--- config.mk ---
export PLATFORM = sky130hd
export DESIGN_NAME = watch_mode_ctrl
export DESIGN_NICKNAME = d
export VERILOG_FILES = /design/src/rtl/watch_defs.sv /design/src/rtl/ms_tick_gen.sv /design/src/rtl/watch_mode_ctrl.sv
export SDC_FILE = /design/constraint.sdc
export NUM_CORES = 1
export LEC_CHECK = 0
export BUFFER_PORTS_ARGS = -buffer_cell sky130_fd_sc_hd__buf_2
export CORE_UTILIZATION = 40
export DETAILED_ROUTE_END_ITERATION = 6
export PLACE_DENSITY_LB_ADDON = 0.05
export REMOVE_ABC_BUFFERS = 1
export SLEW_MARGIN = 20
export SYNTH_ARGS = -nofsm -noshare
export SYNTH_HDL_FRONTEND = slang
export SYNTH_HIERARCHICAL = 1
export SYNTH_SLANG_ARGS = --single-unit
--- constraint.sdc ---
create_clock -name clk -period 4.9 [get_ports clk]
set_input_delay 0.245 -clock clk [delete_from_list [all_inputs] [get_ports clk]]
set_output_delay 0.245 -clock clk [all_outputs]
set_load 0.01 [all_outputs]
--- src/rtl/watch_defs.sv ---
// Shared definitions for the multifunction watch: one-hot mode encodings
// and a counter-width helper used by the timers.
package watch_defs;

    localparam int MODE_W = 3;

    localparam logic [MODE_W-1:0] WATCH      = 3'b001;
    localparam logic [MODE_W-1:0] COOK_TIMER = 3'b010;
    localparam logic [MODE_W-1:0] STOPWATCH  = 3'b100;

    // Width needed to hold 0..n-1, never less than one bit.
    function automatic int cnt_w(input int n);
        return (n <= 2) ? 1 : $clog2(n);
    endfunction

endpackage

--- src/rtl/ms_tick_gen.sv ---
// Millisecond tick prescaler: counts 0..CLK_HZ/1000-1 and pulses tick for
// one cycle at terminal count. With CLK_HZ/1000 == 1 the tick is constant 1.
module ms_tick_gen
    import watch_defs::*;
#(
    parameter int CLK_HZ = 100000000
) (
    input  logic clk,
    input  logic reset_p,
    output logic tick
);

    localparam int DIV = (CLK_HZ / 1000 < 1) ? 1 : CLK_HZ / 1000;
    localparam int W   = cnt_w(DIV);
    localparam logic [W-1:0] LAST = W'(DIV - 1);

    logic [W-1:0] cnt;

    assign tick = (cnt == LAST);

    // Prescaler count, wrapping at terminal count.
    always_ff @(posedge clk) begin
        if (reset_p) begin
            cnt <= '0;
        end else if (tick) begin
            cnt <= '0;
        end else begin
            cnt <= cnt + 1'b1;
        end
    end

endmodule

--- src/rtl/watch_mode_ctrl.sv ---
// Mode controller for the multifunction watch.
// Owns the one-hot mode register, routes debounced button edges to the
// active sub-function, preempts to COOK_TIMER on a cook alarm, drives the
// pulsed buzzer and (with AUTO_RETURN_EN defined) returns to WATCH after
// an inactivity timeout.
//
// state      | meaning
// -----------+-----------------------------------------------
// WATCH      | time-of-day display, buttons go to watch
// COOK_TIMER | cook timer display, buttons go to cook_timer
// STOPWATCH  | stopwatch display, buttons go to stop_watch2
module watch_mode_ctrl
    import watch_defs::*;
#(
    parameter int CLK_HZ          = 100000000,
    parameter int IDLE_TIMEOUT_MS = 30000,
    parameter int BUZ_HALF_MS     = 500
) (
    input  logic              clk,
    input  logic              reset_p,
    input  logic [3:0]        btn_pedge,
    input  logic              alarm_in,
    input  logic              sw_running,
    output logic [MODE_W-1:0] mode,
    output logic [2:0]        watch_btn,
    output logic [2:0]        cook_btn,
    output logic [2:0]        stop_btn,
    output logic              alarm_ack,
    output logic              buz
);

    localparam int BW = cnt_w(BUZ_HALF_MS);
    localparam logic [BW-1:0] BUZ_LAST = BW'(BUZ_HALF_MS - 1);

    logic [MODE_W-1:0] mode_q;
    logic [MODE_W-1:0] mode_d;
    logic              alarm_d;
    logic              alarm_rise;
    logic              mode_adv;
    logic              tick;
    logic              timeout;
    logic [BW-1:0]     buz_cnt;

    assign alarm_rise = alarm_in & ~alarm_d;
    // The mode button is locked out while the alarm holds COOK_TIMER.
    assign mode_adv   = btn_pedge[3] & ~alarm_in;
    assign mode       = mode_q;

    ms_tick_gen #(
        .CLK_HZ (CLK_HZ)
    ) u_tick (
        .clk     (clk),
        .reset_p (reset_p),
        .tick    (tick)
    );

    // Mode register and alarm-edge history.
    always_ff @(posedge clk) begin
        if (reset_p) begin
            mode_q  <= WATCH;
            alarm_d <= 1'b0;
        end else begin
            mode_q  <= mode_d;
            alarm_d <= alarm_in;
        end
    end

    // Next mode: alarm rise, then mode button, then idle timeout.
    always_comb begin
        mode_d = mode_q;
        if (alarm_rise) begin
            mode_d = COOK_TIMER;
        end else begin
            case (mode_q)
                WATCH: begin
                    if (mode_adv) mode_d = COOK_TIMER;
                end
                COOK_TIMER: begin
                    if (mode_adv)     mode_d = STOPWATCH;
                    else if (timeout) mode_d = WATCH;
                end
                STOPWATCH: begin
                    if (mode_adv)     mode_d = WATCH;
                    else if (timeout) mode_d = WATCH;
                end
                default: mode_d = WATCH;
            endcase
        end
    end

    // Button routing to the active sub-function; the alarm steals the
    // cook buttons and turns them into an acknowledge.
    always_comb begin
        watch_btn = 3'b000;
        cook_btn  = 3'b000;
        stop_btn  = 3'b000;
        alarm_ack = 1'b0;
        if (!reset_p) begin
            case (mode_q)
                WATCH:      watch_btn = btn_pedge[2:0];
                COOK_TIMER: if (!alarm_in) cook_btn = btn_pedge[2:0];
                STOPWATCH:  stop_btn = btn_pedge[2:0];
                default:    ;
            endcase
            alarm_ack = alarm_in & (|btn_pedge[2:0]);
        end
    end

`ifdef AUTO_RETURN_EN
    localparam int IW = cnt_w(IDLE_TIMEOUT_MS);
    localparam logic [IW-1:0] IDLE_LAST = IW'(IDLE_TIMEOUT_MS - 1);

    logic [IW-1:0] idle_cnt;
    logic          count_en;

    // Inactivity only accrues away from WATCH, with no alarm, and not
    // while the stopwatch is running.
    assign count_en = (mode_q != WATCH) & ~alarm_in
                    & ~((mode_q == STOPWATCH) & sw_running);
    // A button in the terminal cycle counts as activity and cancels it.
    assign timeout  = count_en & tick & (idle_cnt == IDLE_LAST)
                    & ~(|btn_pedge);

    // Inactivity counter, cleared by any activity or mode change.
    always_ff @(posedge clk) begin
        if (reset_p) begin
            idle_cnt <= '0;
        end else if ((|btn_pedge) || (mode_d != mode_q) || !count_en) begin
            idle_cnt <= '0;
        end else if (tick) begin
            idle_cnt <= idle_cnt + 1'b1;
        end
    end
`else
    localparam int unused_idle_ms = IDLE_TIMEOUT_MS;
    logic unused_sw_running;

    assign unused_sw_running = sw_running;
    assign timeout           = 1'b0;
`endif

    // Buzzer: on at alarm rise, toggles every BUZ_HALF_MS ticks, off when
    // the alarm drops.
    always_ff @(posedge clk) begin
        if (reset_p) begin
            buz     <= 1'b0;
            buz_cnt <= '0;
        end else if (alarm_rise) begin
            buz     <= 1'b1;
            buz_cnt <= '0;
        end else if (alarm_in) begin
            if (tick) begin
                if (buz_cnt == BUZ_LAST) begin
                    buz     <= ~buz;
                    buz_cnt <= '0;
                end else begin
                    buz_cnt <= buz_cnt + 1'b1;
                end
            end
        end else begin
            buz     <= 1'b0;
            buz_cnt <= '0;
        end
    end

endmodule
==> impl_metrics.tcl, run 1 <==
set metrics [dict create \
    status "finished clean" \
    start_util 0.426 \
    synth_fa_ha_area_frac 0.0157 \
    synth_area_um2 1600 \
    required_ns 5.06 \
    max-vdd-ir-drop_uv 199 \
    setup_ws_ns 2.68 \
    cts_setup_buffers 0 \
    fin_crit_sh 0.452 \
    cts_sinks 31 \
    core-area_um2 3740 \
    antenna_found_initial 0 \
    cts-root-buf "clkbuf_8" \
    cts_tree "built" \
    ys_seq_area_frac 0.389 \
    path_class "flop to flop" \
    finClkSkew_ns 0.00635 \
    arrival_ns 2.38 \
    h-tree-depth 2 \
    postRouteAntennaNets 0 \
    cts_buffers 5 \
    cp-end-kind "flop" \
    path_delay_family "simple AND/OR/NAND/NOR gates" \
    synth-simple-area-share 0.370 \
    avgViaCountPerCell 5.37 \
    synth_warnings 6 \
    max-cap-violations 0 \
    diodes 0 \
    crit_start "u_tick/cnt[0]" \
    clock_latency_ns 0.28 \
    groute.usage.overall 0.168 \
    hold_viol_final 0 \
    firstDrtPassIters 4 \
    synth_area_per_cell_um2 8.77 \
    netlist_instances 182 \
    final_cell_mix "31 x dfxtp_1, 24 x nor2_1, 20 x buf_2" \
    cts_hold_buf 0 \
    die-area_um2 4240 \
    timing.rr.start "u_tick/cnt[0]" \
    rows 22 \
    period_minus_slack_ns 2.22 \
    ys_types 42 \
    post_cts_resized 0 \
    drc 0 \
    cp-start-kind "flop" \
    finalSetupViolations 0 \
    utilization 0.492 \
    drv_slew 0 \
    via_count 1363 \
    routabilityCongestion 0.750 \
    cp_slowest_cell "and3_1" \
    hpwlAfterDp_um 2260 \
    clockBufferDepth 2 \
    clk_pin_slew_worst_paths_ns 0.06 \
    slowest_delay_ns 0.38 \
    wl_per_cell_um 12.5 \
    synth_compound_area_frac 0.0973 \
    pre_cts_ws_ns 2.69 \
    num_io_pins 22 \
    area_growth_syn_to_layout_pct 15.4 \
    ys_ff_latch 31 \
    nNetsFinal 215 \
    die_x_um 65.2 \
    fp.dieH_um 65.2 \
    muxShareOfSynthArea 0.0125 \
    detail_route.iter0.violations 57 \
    worstMarginPinSlew_ns 0.351 \
    min_to "mode[1]" \
    worstPathCellList "ha_1, nand4_1, nor2_1, and3_1, nand4_2, nor3_4, xnor2_1, a21boi_1" \
    reg2regPathDepth 8 \
    whs_path_depth 2 \
    p_leak_nw 0.686 \
    wl_um 3180 \
    drive_above_1_share 0.170 \
    grt_pass1_vias 1315 \
    tns_ns 0 \
    fmax_ghz 0.451 \
    critPathBufInv 0 \
    synth_top_family_by_area "simple AND/OR/NAND/NOR gates" \
    io_buffers 20 \
    powerDensity_nw_per_um2 298 \
    r2r_end "buz" \
    grt.overflow.total 0 \
    min_from "reset_p" \
    crit_fanout 9 \
    synth_xor_area_frac 0.0878 \
    r2r_slack_ns 2.68 \
    relSlewSlack 0.766 \
    rsz0062_at_grt "no" \
    finalPower_mw 0.549 \
    grt_pass1_wl_um 5660 \
    layout_commonest_cell "dfxtp_1" \
    grt_max_degree 18 \
    hold_path.class "input pin to flop" \
]
-- state kept, by name, indices dropped and copies added (netlist names) --
register	flops
alarm_d	1
u_tick/cnt	17
buz_cnt	9
buz	1
mode	3
-- layer usage --
metal | vias up | global-route usage | routed length (µm)
met2 | 30 | 0.283 | 1410
met3 | 2 | 0.0434 | 148
met4 | 0 | 0.0408 | 12
li1 | 701 | - | -
met5 | - | 0 | 0
met1 | 630 | 0.214 | 1600
-- worst max path at each step --
stage	end	cells past startpoint	slack, ns
finish	buz	8	2.68
global route	buz	8	2.46
CTS	buz	8	2.68
detailed placement	buz	8	2.69
global placement	buz	8	2.76
floorplan	buz	8	3.06
-- cell type report --
class | count | area, µm²
Fill cell | 392 | 1900
Sequential cell | 31 | 621
Multi-Input combinational cell | 144 | 931
Tap cell | 48 | 60.1
Inverter | 3 | 11.3
Clock buffer | 6 | 82.6
Clock inverter | 2 | 35.0
Timing Repair Buffer | 20 | 100
-- power by group --
| part | internal [mW] | switching (mW) |
|---|---|---|
| Sequential | 0.256 | 0.00495 |
| Combinational | 0.0128 | 0.0169 |
| Clock | 0.164 | 0.0931 |
-- cell families after synthesis --
kind of cell	after synthesis
buffers and inverters	7
adders and majority gates	2
AOI/OAI and AO/OA	24
muxes	2
and+or+nand+nor	100
DFF	31
xor gates and xnor gates	16
-- synthesized netlist by cell type, drive strengths merged --
cell type / n / area (µm²)
o31a: 1 / 8.76
or3: 3 / 18.8
a31oi: 1 / 6.26
nand4: 9 / 68.8
o221ai: 1 / 8.76
o211ai: 1 / 7.51
nor2b: 5 / 31.3
o21a: 2 / 15.0
buf: 4 / 32.5
mux2i: 2 / 20.0
and4: 3 / 27.5
nand3: 8 / 52.6
a21oi: 10 / 50.1
and2: 3 / 18.8
nor3: 10 / 61.3
xnor2: 10 / 87.6
o21ai: 2 / 10.0
ha: 2 / 25.0
nand2: 12 / 45.0
or4: 2 / 15.0
nand4bb: 2 / 38.8
or2: 1 / 6.26
and3: 7 / 43.8
a21boi: 1 / 7.51
o31ai: 2 / 15.0
inv: 3 / 11.3
a31o: 1 / 8.76
xor2: 6 / 52.6
and3b: 1 / 8.76
nand2b: 5 / 31.3
a2bb2oi: 1 / 8.76
a32oi: 1 / 8.76
nand3b: 1 / 7.51
nor4: 4 / 25.0
nor2: 24 / 90.1
dfxtp: 31 / 621
-- metrics by stage --
stage               cell area, µm²  hold WS [ns]  std cells
detailed placement            1720         0.456        246
floorplan                     1560         0.317        178
global placement              1720         0.443        246
finish                        1840         0.238        254
global route                  1840         0.247        254
CTS                           1840         0.232        254
Power figures use the tool's default switching activity.
==> run 2: changes to the inputs <==
Clock period 4.9 ns to 1.96 ns, I/O delays scaled along.
==> run 2 against run 1 <==
  * First-iteration DRC count shrank 16%
  * Via count up 3.8%
  * Worst setup slack got worse by 2.6 ns
  * Non-clock buffer count grew 10
  * Clock power up 110%
  * Core utilization rose by 1.7 points
  * Sequential cell count is the same
  * Final cell count rose by 3.9%
==> impl_metrics.tcl, run 2 (synthesis gave the netlist of run 1 again) <==
set metrics [dict create \
    status "finished clean" \
    routabilityCongestion 0.791 \
    area_growth_syn_to_layout_pct 19.5 \
    critPathBufInv 0 \
    clockBufferDepth 2 \
    die_x_um 65.2 \
    io_buffers 20 \
    groute.usage.overall 0.178 \
    fmax_ghz 0.541 \
    h-tree-depth 2 \
    hold_path.class "input pin to flop" \
    required_ns 2.13 \
    drive_above_1_share 0.213 \
    pre_cts_ws_ns 0.106 \
    cts_buffers 5 \
    worstPathCellList "ha_1, nand4_1, nor2_2, and3_4, nand4_2, nor3_4, xnor2_1, a21boi_1" \
    period_minus_slack_ns 1.85 \
    rows 22 \
    drc 0 \
    fin_crit_sh 0.944 \
    num_io_pins 22 \
    cp-start-kind "flop" \
    diodes 0 \
    topRoutingLayerUsed "met4" \
    grt.overflow.total 0 \
    cts_setup_buffers 0 \
    firstDrtPassIters 4 \
    detail_route.iter0.violations 48 \
    via_count 1415 \
    reg2regPathDepth 8 \
    p_leak_nw 0.727 \
    fin_area_um2 1910 \
    max-vdd-ir-drop_uv 447 \
    cp-end-kind "flop" \
    grt_max_degree 18 \
    cp_slowest_cell "dfxtp_1" \
    crit_fanout 6 \
    hold_viol_final 0 \
    setup_ws_ns 0.111 \
    tns_ns 0 \
    fillCellCount 390 \
    avgViaCountPerCell 5.36 \
    min_to "mode[1]" \
    fp.dieH_um 65.2 \
    arrival_ns 2.01 \
    powerDensity_nw_per_um2 673 \
    grt_pass1_wl_um 5910 \
    regArea_um2 621 \
    route.met2.wl_um 1430 \
    clk_pin_slew_worst_paths_ns 0.06 \
    r2r_end "buz" \
    path_delay_family "simple AND/OR/NAND/NOR gates" \
    timing.rr.start "u_tick/cnt[1]" \
    whs_path_depth 2 \
    final_cell_mix "31 x dfxtp_1, 23 x nor2_1, 20 x buf_2" \
    dpl_cell_area_um2 1800 \
    cts_tree "built" \
    relSlewSlack 0.752 \
    r2r_slack_ns 0.11 \
    top_register "u_tick/cnt" \
    worstMarginPinSlew_ns 0.369 \
    cts_hold_buf 0 \
    max-cap-violations 0 \
    rsz0062_at_grt "no" \
    largest_register_ffs 17 \
    fin_cells 264 \
    postRouteAntennaNets 0 \
    hpwlAfterDp_um 2360 \
    finClkSkew_ns 0.00982 \
    grt_pass1_vias 1324 \
    layout_commonest_cell "dfxtp_1" \
    path_class "flop to flop" \
    slowest_delay_ns 0.34 \
    nNetsFinal 225 \
    clock_latency_ns 0.28 \
    crit_start "u_tick/cnt[1]" \
    start_util 0.426 \
    cts_sinks 31 \
    dp_cells 256 \
    cts-root-buf "clkbuf_8" \
    drv_slew 0 \
    die-area_um2 4240 \
    core-area_um2 3740 \
    multi_input_area_um2 938 \
    antenna_found_initial 0 \
    finalSetupViolations 0 \
    wl_um 3260 \
    min_from "reset_p" \
    wl_met3_um 162 \
    wl_met1_um 1650 \
    wl_per_cell_um 12.3 \
]
run 2: cell types whose count changed in the layout (fill, tap and decap cells not counted):
cell	previous run	this run
buf_4	0	10
nor2_2	0	1
and3_4	0	1
clkbuf_1	0	1
clkbuf_8	6	7
bufinv_16	1	0
nor2_1	24	23
and3_1	7	6
clkinv_2	1	0
run 2: area by class of cell:
| type | count | share of cell area |
|---|---|---|
| clock buffer | 8 | 0.0525 |
| inverter | 3 | 0.00591 |
| multi-input combinational | 144 | 0.492 |
| sequential | 31 | 0.326 |
| tap | 48 | 0.0315 |
| timing repair buffer | 30 | 0.0919 |
run 2: worst max-delay path by stage:
| stage | to | slack [ns] | depth (start not counted) |
|---|---|---|---|
| floorplan | buz | 0.12 | 8 |
| global placement | buz | 0.14 | 8 |
| detailed placement | buz | 0.11 | 8 |
| CTS | buz | 0.06 | 8 |
| global route | buz | 0.008 | 8 |
| finish | buz | 0.11 | 8 |
run 2: what timing repair did:
action                                  in CTS  in global routing
resized for setup                            0                  3
endpoints found under the setup margin       0                  3
endpoints found under the hold margin        0                  0
run 2: layer usage:
metal / up-vias / global-route usage
li1: 721 / -
met1: 647 / 0.237
met2: 43 / 0.279
met3: 4 / 0.0538
met4: 0 / 0.0462
met5: - / 0
run 2: worst reg2reg max path: cells and delay by family, from the launching register on:
kind	cells	cell delay (ns)
AO/OA/AOI/OAI	1	0.08
XOR/XNOR	1	0.15
adder cells (fa/ha/maj)	1	0.17
flip-flops	1	0.34
AND/OR/NAND/NOR	5	1.00
run 2: power by group:
group          internal, mW  leakage [nW]  switching [mW]
Sequential            0.641         0.251         0.00972
Combinational        0.0362         0.424          0.0464
Clock                 0.320        0.0515           0.228
Total                 0.998         0.727           0.284
run 2: stage by stage:
stage	hold WS [ns]	power (mW)	util
finish	0.0941	1.28	0.509
detailed placement	0.377	0.748	0.480
floorplan	0.170	0.712	-
global route	0.0993	1.34	0.509
CTS	0.0820	1.30	0.507
global placement	0.377	0.746	0.480
